--- config.mk ---
export PLATFORM = sky130hd
export DESIGN_NAME = lm_sm_sequencer
export DESIGN_NICKNAME = d
export VERILOG_FILES = /design/src/rtl/lm_sm_sequencer.sv
export SDC_FILE = /design/constraint.sdc
export NUM_CORES = 1
export LEC_CHECK = 0
export BUFFER_PORTS_ARGS = -buffer_cell sky130_fd_sc_hd__buf_2
export CAP_MARGIN = 40
export CELL_PAD_IN_SITES_DETAIL_PLACEMENT = 2
export CELL_PAD_IN_SITES_GLOBAL_PLACEMENT = 2
export CORE_MARGIN = 1.5
export CORE_UTILIZATION = 24
export CTS_CLUSTER_DIAMETER = 30
export DETAILED_ROUTE_END_ITERATION = 16
export GPL_ROUTABILITY_DRIVEN = 0
export HOLD_SLACK_MARGIN = 0.12
export PLACE_DENSITY_LB_ADDON = 0.1
export SYNTH_ARGS = -nofsm -noshare
export SYNTH_HDL_FRONTEND = slang
export SYNTH_SLANG_ARGS = --single-unit
--- constraint.sdc ---
create_clock -name clk -period 3.15 [get_ports clk]
set_clock_uncertainty 0.2 [all_clocks]
set_input_delay 0.1575 -clock clk [delete_from_list [all_inputs] [get_ports clk]]
set_output_delay 0.1575 -clock clk [all_outputs]
set_load 0.03 [all_outputs]
--- src/rtl/lm_sm_sequencer.sv ---
// Memory-stage sequencer for LM/SM multi-register transfers in the 16-bit pipeline.
// Walks the register mask lowest-first, one transfer per cycle, and stalls the pipeline until the final transfer.
module lm_sm_sequencer #(
  parameter int DATA_W = 16,
  parameter int NREG   = 8,
  parameter int IDX_W  = 3
) (
  input  logic              clk,
  input  logic              rst_n,
  input  logic              start,
  input  logic              is_store,
  input  logic [NREG-1:0]   reg_mask,
  input  logic [DATA_W-1:0] base_addr,
  input  logic              pipe_mem_read,
  input  logic              pipe_mem_write,
  input  logic [DATA_W-1:0] pipe_addr,
  input  logic [DATA_W-1:0] mem_rdata,
  input  logic [DATA_W-1:0] rf_rd_data,
  output logic [DATA_W-1:0] mem_addr,
  output logic              mem_read,
  output logic              mem_write,
  output logic [DATA_W-1:0] mem_wdata,
  output logic [IDX_W-1:0]  rf_rd_addr,
  output logic              rf_wr_en,
  output logic [IDX_W-1:0]  rf_wr_addr,
  output logic [DATA_W-1:0] rf_wr_data,
  output logic              stall,
  output logic              done,
  output logic              busy
);

  typedef enum logic {IDLE, RUN} state_t;

  state_t            state, state_nx;
  logic [NREG-1:0]   mask_r, mask_nx;
  logic [DATA_W-1:0] addr_r, addr_nx;
  logic              store_r, store_nx;

  logic [IDX_W-1:0]  k;
  logic [NREG-1:0]   mask_rest;
  logic              last;
  logic              start_ok;

  // Gating start with rst_n keeps the outputs at pass-through values while reset is held.
  assign start_ok  = start & rst_n;
  assign mask_rest = mask_r & (mask_r - NREG'(1));
  assign last      = (mask_rest == '0);
  assign busy      = (state == RUN);

  // Scanning downward leaves the lowest set bit as the winner.
  always_comb begin
    k = '0;
    for (int i = NREG - 1; i >= 0; i--) begin
      if (mask_r[i]) k = IDX_W'(i);
    end
  end

  // NOTE: every output and next-state value gets a default first so no path leaves one unassigned (no latches).
  always_comb begin
    state_nx   = state;
    mask_nx    = mask_r;
    addr_nx    = addr_r;
    store_nx   = store_r;
    mem_addr   = pipe_addr;
    mem_read   = pipe_mem_read;
    mem_write  = pipe_mem_write;
    mem_wdata  = rf_rd_data;
    rf_rd_addr = '0;
    rf_wr_en   = 1'b0;
    rf_wr_addr = '0;
    rf_wr_data = '0;
    stall      = 1'b0;
    done       = 1'b0;

    case (state)
      IDLE: begin
        if (start_ok) begin
          mem_read  = 1'b0;
          mem_write = 1'b0;
          if (reg_mask == '0) begin
            done = 1'b1;
          end else begin
            stall    = 1'b1;
            mask_nx  = reg_mask;
            addr_nx  = base_addr;
            store_nx = is_store;
            state_nx = RUN;
          end
        end
      end
      RUN: begin
        mem_addr  = addr_r;
        mem_read  = 1'b0;
        mem_write = 1'b0;
        if (store_r) begin
          mem_write  = 1'b1;
          rf_rd_addr = k;
        end else begin
          mem_read   = 1'b1;
          rf_wr_en   = 1'b1;
          rf_wr_addr = k;
          rf_wr_data = mem_rdata;
        end
        mask_nx = mask_rest;
        addr_nx = addr_r + DATA_W'(1);
        if (last) begin
          done     = 1'b1;
          state_nx = IDLE;
        end else begin
          stall = 1'b1;
        end
      end
      default: state_nx = IDLE;
    endcase
  end

  // NOTE: sequential state uses non-blocking assignments so all registers update together on the edge.
  always_ff @(posedge clk or negedge rst_n) begin
    if (!rst_n) begin
      state   <= IDLE;
      mask_r  <= '0;
      addr_r  <= '0;
      store_r <= 1'b0;
    end else begin
      state   <= state_nx;
      mask_r  <= mask_nx;
      addr_r  <= addr_nx;
      store_r <= store_nx;
    end
  end

endmodule

# == After elaboration in Yosys (flattened, before gate mapping) ==
# Index checks and enable logic that the tools add are counted.
# totals
register_bits,26
in_bits,78
output_inout_bits,60
word_cells,52
# classes
n_addsub,2
n_eq_ne,2
mux,36
bitwise,4
reduce_logical,4
# op_table
op,n
2-to-1 mux 16 bit,5
2-to-1 mux 3 bit,12
case mux 16 bit (2 select lines),1
adder 16 x 1 -> 16 bit (second input constant),1
logical NOT 8 bit,2
2-to-1 mux 8 bit,2
case mux 8 bit (2 select lines),1
2-to-1 mux 1 bit,11
AND 8 bit,1
case mux 1 bit (2 select lines),4
subtractor 8 x 1 -> 8 bit (second input constant),1
!= test 2 bit (second input constant),2
AND reduction 3 bit,1
inverter 1 bit,2
AND reduction 2 bit,1
AND 1 bit,1

# == Logic depth before layout (Yosys ltp) ==
# logic_depth
word_depth,10
mapped_depth,6
mapped_depth_nobuf,5

# == Worst setup path before layout ==
# Ideal clock, no wire load.
# synth_timing
path_kind,flip-flop to output port
startpoint,register state (netlist: busy)
endpoint,output port rf_rd_addr[0]
arrival_time_ns,2.031
required_ns,2.792
setup_slack_ns,0.762
path_stages_with_launch,5
path_buffers,2
path_cell_list,dfrtp_1 clkbuf_1 buf_2 nand2_1 a211oi_1
# synth_via
elab_chain_len,1
# synth_rtl
item,line,rtl
start: declaration,34,"state_t state, state_nx;"
start signal: assignment,125,state <= state_nx;
2-to-1 mux 3 bit,75,case (state)
end: declaration,23,"output logic [IDX_W-1:0] rf_rd_addr,"
# No other way between the ends.

# == Worst setup path in the final report ==
# layout_timing
startpoint,register mask_r[2]
endpoint,output port done
# layout_via
elab_chain_len,5
# layout_rtl
item,line,rtl
start: declaration,35,"logic [NREG-1:0] mask_r, mask_nx;"
start signal: assignment,126,mask_r <= mask_nx;
subtractor 8 x 1 -> 8 bit,46,assign mask_rest = mask_r & (mask_r - NREG'(1));
AND 8 bit *,46,
logical NOT 8 bit *,47,assign last = (mask_rest == '0);
2-to-1 mux 1 bit *,106,if (last) begin
case mux 1 bit (2 select lines) *,75,
end: declaration,28,"output logic done,"
# Mark *: on every way between the ends. The rest lies on a longest branch, timed or not.

==> run_results.csv <==
group,metric,value,unit
clock_network,path_clk_slew,110,ps
route,routedWlPerCell,16.77,um
logic_synthesis,yosysTopAreaCell,"dfrtp_1",
worst_setup_path,end_kind,"output port",
layout,multiInputGateArea,0.001201,mm2
logic_synthesis,synth_nets,314,
logic_synthesis,synthXorXnorAreaFrac,2.961,%
floorplan,design.core.area,0.008299,mm2
worst_setup_path,cp.arrival,2370,ps
floorplan,design.die.area,0.009194,mm2
clock_network,htreeDepth,1,
worst_setup_path,r2r_setup_slack,930,ps
power,ir_drop,334.8,uV
timing,tightest_slew,557.2,ps
timing,slew_headroom,62.55,%
logic_synthesis,ys.flop_type,"dfrtp_1",
run,cap_violations,0,
timing,final.setup.tns,0,ps
logic_synthesis,synth_area_leaders,"dfrtp_1, mux2_2, buf_4, and2_1, a221o_1",
global_routing,grt_pass1_vias,2338,
logic_synthesis,yosysWarningCount,0,
timing,max_freq,0.3668,GHz
worst_setup_path,startpoint,"mask_r[2]$_DFFE_PN0P_",
logic_synthesis,synthesis.area,0.002071,mm2
timing,fin_crit,2727,ps
clock_network,cts_tree,"built",
route,drt_pass1_iterations,4,
floorplan,start_util,24.95,%
worst_setup_path,r2r-start,"mask_r[2]$_DFFE_PN0P_",
logic_synthesis,netlist_top_cells_count,"dfrtp_1, mux2_2, and2_1, buf_4, nand2_1",
logic_synthesis,yosysUniqueCellTypes,49,
timing,maxSlewViolCount,0,
worst_setup_path,crit_required,2790,ps
logic_synthesis,synth-edff-count,0,
route,ant_nets,0,
timing,rsz0062_at_grt,"no",
clock_network,ctsRootBufferMaster,"clkbuf_8",
worst_setup_path,slowest_delay,730,ps
timing,finalHoldViolations,0,
status,status,"complete, no violations",
layout,finalNonFillerCells,468,
logic_synthesis,yosysMostFrequentCell,"dfrtp_1",
place,place_inst,421,
floorplan,ios,138,
timing,fin_crit_sh,86.56,%
timing,fin_ws,423.4,ps
logic_synthesis,synth_compound_area_share,22.30,%
worst_setup_path,worst_setup_path_start_kind,"register",
logic_synthesis,synthCells,235,
worst_setup_path,path_class,"reg -> out",
clock_network,cts_buffer_depth,2,
route,wirelength,7.849,mm
place,place_hpwl,5.707,mm
timing,setup_viol,0,
logic_synthesis,synth.top_cell.area_share,31.42,%
route,drt-initial-drc-count,62,
global_routing,track_usage,17.12,%
worst_setup_path,crit_slowest_cell,"or4_1",
layout,syn2layout_area_growth,48.82,%
worst_setup_path,cp_top_family,"simple AND/OR/NAND/NOR gates",
layout,nets,443,
worst_hold_path,hold_path.class,"in -> async",
route,route.detailed.drc,0,
worst_setup_path,r2r_end,"busy$_DFF_PN0_",
logic_synthesis,async_flop_share,100.0,%
power,powerDensity,863.3,mW/mm2
worst_setup_path,reg2reg_depth,4,
logic_synthesis,synth_seq_area_share,31.42,%
clock_network,cts_sinks,26,
route,viasPerCell,4.927,
logic_synthesis,synthSimpleGateAreaFrac,21.27,%
clock_network,cts_buffers,3,
place,pre_cts_slack,725.4,ps
floorplan,die_x,95.89,um
worst_setup_path,crit_buf_inv,1,
logic_synthesis,synth_mux_area_share,10.21,%
global_routing,grt_max_degree,25,
route,num_vias,2306,
logic_synthesis,synth_seq_cells,26,
worst_setup_path,cp_max_fo,8,
global_routing,grt_overflow_total,0,
layout,regArea,651.9,um2
floorplan,die_h,95.89,um
layout,fillerInstances,973,
layout,num_antenna_cells,0,
logic_synthesis,syn_avg_cell_area,8.812,um2
global_routing,grt_pass1_wl,12.05,mm
logic_synthesis,synth_top_family_by_area,"compound AO/OA/AOI/OAI gates",
logic_synthesis,synthAdderAreaFrac,1.088,%
place,portBuffers,105,
worst_setup_path,crit_chain,"or4_1, a2111oi_4, o311ai_1, o21ai_0, buf_2",
floorplan,fp-row-count,33,
global_routing,antenna_found_initial,0,
layout,drive_gt1_share,39.39,%
power,power.leakage,1.456,nW
clock_network,insertion_delay,280,ps
==> cell type report <==
class | instances | area share [%]
Multi-Input combinational cell | 169 | 38.98
Timing Repair Buffer | 155 | 32.72
Sequential cell | 26 | 21.15
Tap cell | 105 | 4.263
Clock buffer | 4 | 1.786
Inverter | 9 | 1.096
==> per-layer routing <==
metal | vias up | GRT usage (%) | share of wire (%)
li1 | 1098 | - | -
met1 | 1092 | 21.39 | 42
met2 | 108 | 30.75 | 50
met3 | 8 | 2.449 | 7.5
met4 | 0 | 4.044 | 0.94
met5 | - | 0 | 0
==> what timing repair did <==
| item | in CTS | in global routing |
|---|---|---|
| endpoints found under the hold margin | 67 | 0 |
| endpoints found under the setup margin | 0 | 0 |
| buffers inserted | 0 | 0 |
| resized for setup | 0 | 0 |
| hold buffers | 43 | 0 |
==> worst min-delay path: stages <==
cell and delay [ps]:
dlygate4sd3_1 520, buf_2 180, buf_4 320
==> metrics by stage <==
stage          hold slack [ps]  total power, mW  util (%)  area (um2)
2_1_floorplan           -338.1            1.941         -        2071
3_3_place_gp            -131.3            2.347     31.28        2596
3_5_place_dp            -126.5            2.382     31.28        2596
4_1_cts                  306.8            2.692     37.13        3082
5_1_grt                  337.1            2.881     37.13        3082
6_report                 299.8            2.661     37.13        3082
==> power by group <==
| part | leakage [nW] | internal (mW) | switching (mW) | total (mW) |
|---|---|---|---|---|
| sequential | 0.325 | 0.475 | 0.271 | 0.747 |
| combinational | 1.10 | 0.669 | 1.01 | 1.68 |
| clock | 0.0288 | 0.112 | 0.119 | 0.231 |
| total | 1.46 | 1.26 | 1.40 | 2.66 |
==> flip-flops by register name, indices dropped and copies added (netlist names) <==
signal   count
store_r      1
mask_r       8
addr_r      16
busy         1
==> logic make-up after synthesis <==
| group | after synthesis |
|---|---|
| muxes | 19 |
| buffers and inverters | 40 |
| xor gates and xnor gates | 7 |
| adders and majority gates | 2 |
| DFF | 26 |
| AOI/OAI and AO/OA | 59 |
| and+or+nand+nor | 82 |
==> layout by cell type, fill, tap and decap left out, drive strengths merged, types with 2 or more instances in the layout <==
cell type and n:
a22o 8, nand3b 2, buf 112, nor2 15, nor3 8, dfrtp 26
mux2 17, o41ai 2, nor4 5, or4 2, mux2i 2, inv 9
a2111oi 2, o31ai 4, nand2b 3, a211oi 2, xor2 5, clkbuf 4
a221o 8, o21ai 16, nand4 5, xnor2 2, and2 18, dlygate4sd3 43
a21o 2, a21oi 5, nand2 16, a211o 3, nand3 6
==> worst max-delay path by stage <==
stage	end	slack, ps	cells past startpoint
2_1_floorplan	rf_rd_addr[0]	760	4
3_3_place_gp	done	770	5
3_5_place_dp	done	730	5
4_1_cts	done	400	5
5_1_grt	done	250	5
6_report	done	420	5
Power figures use the tool's default switching activity.
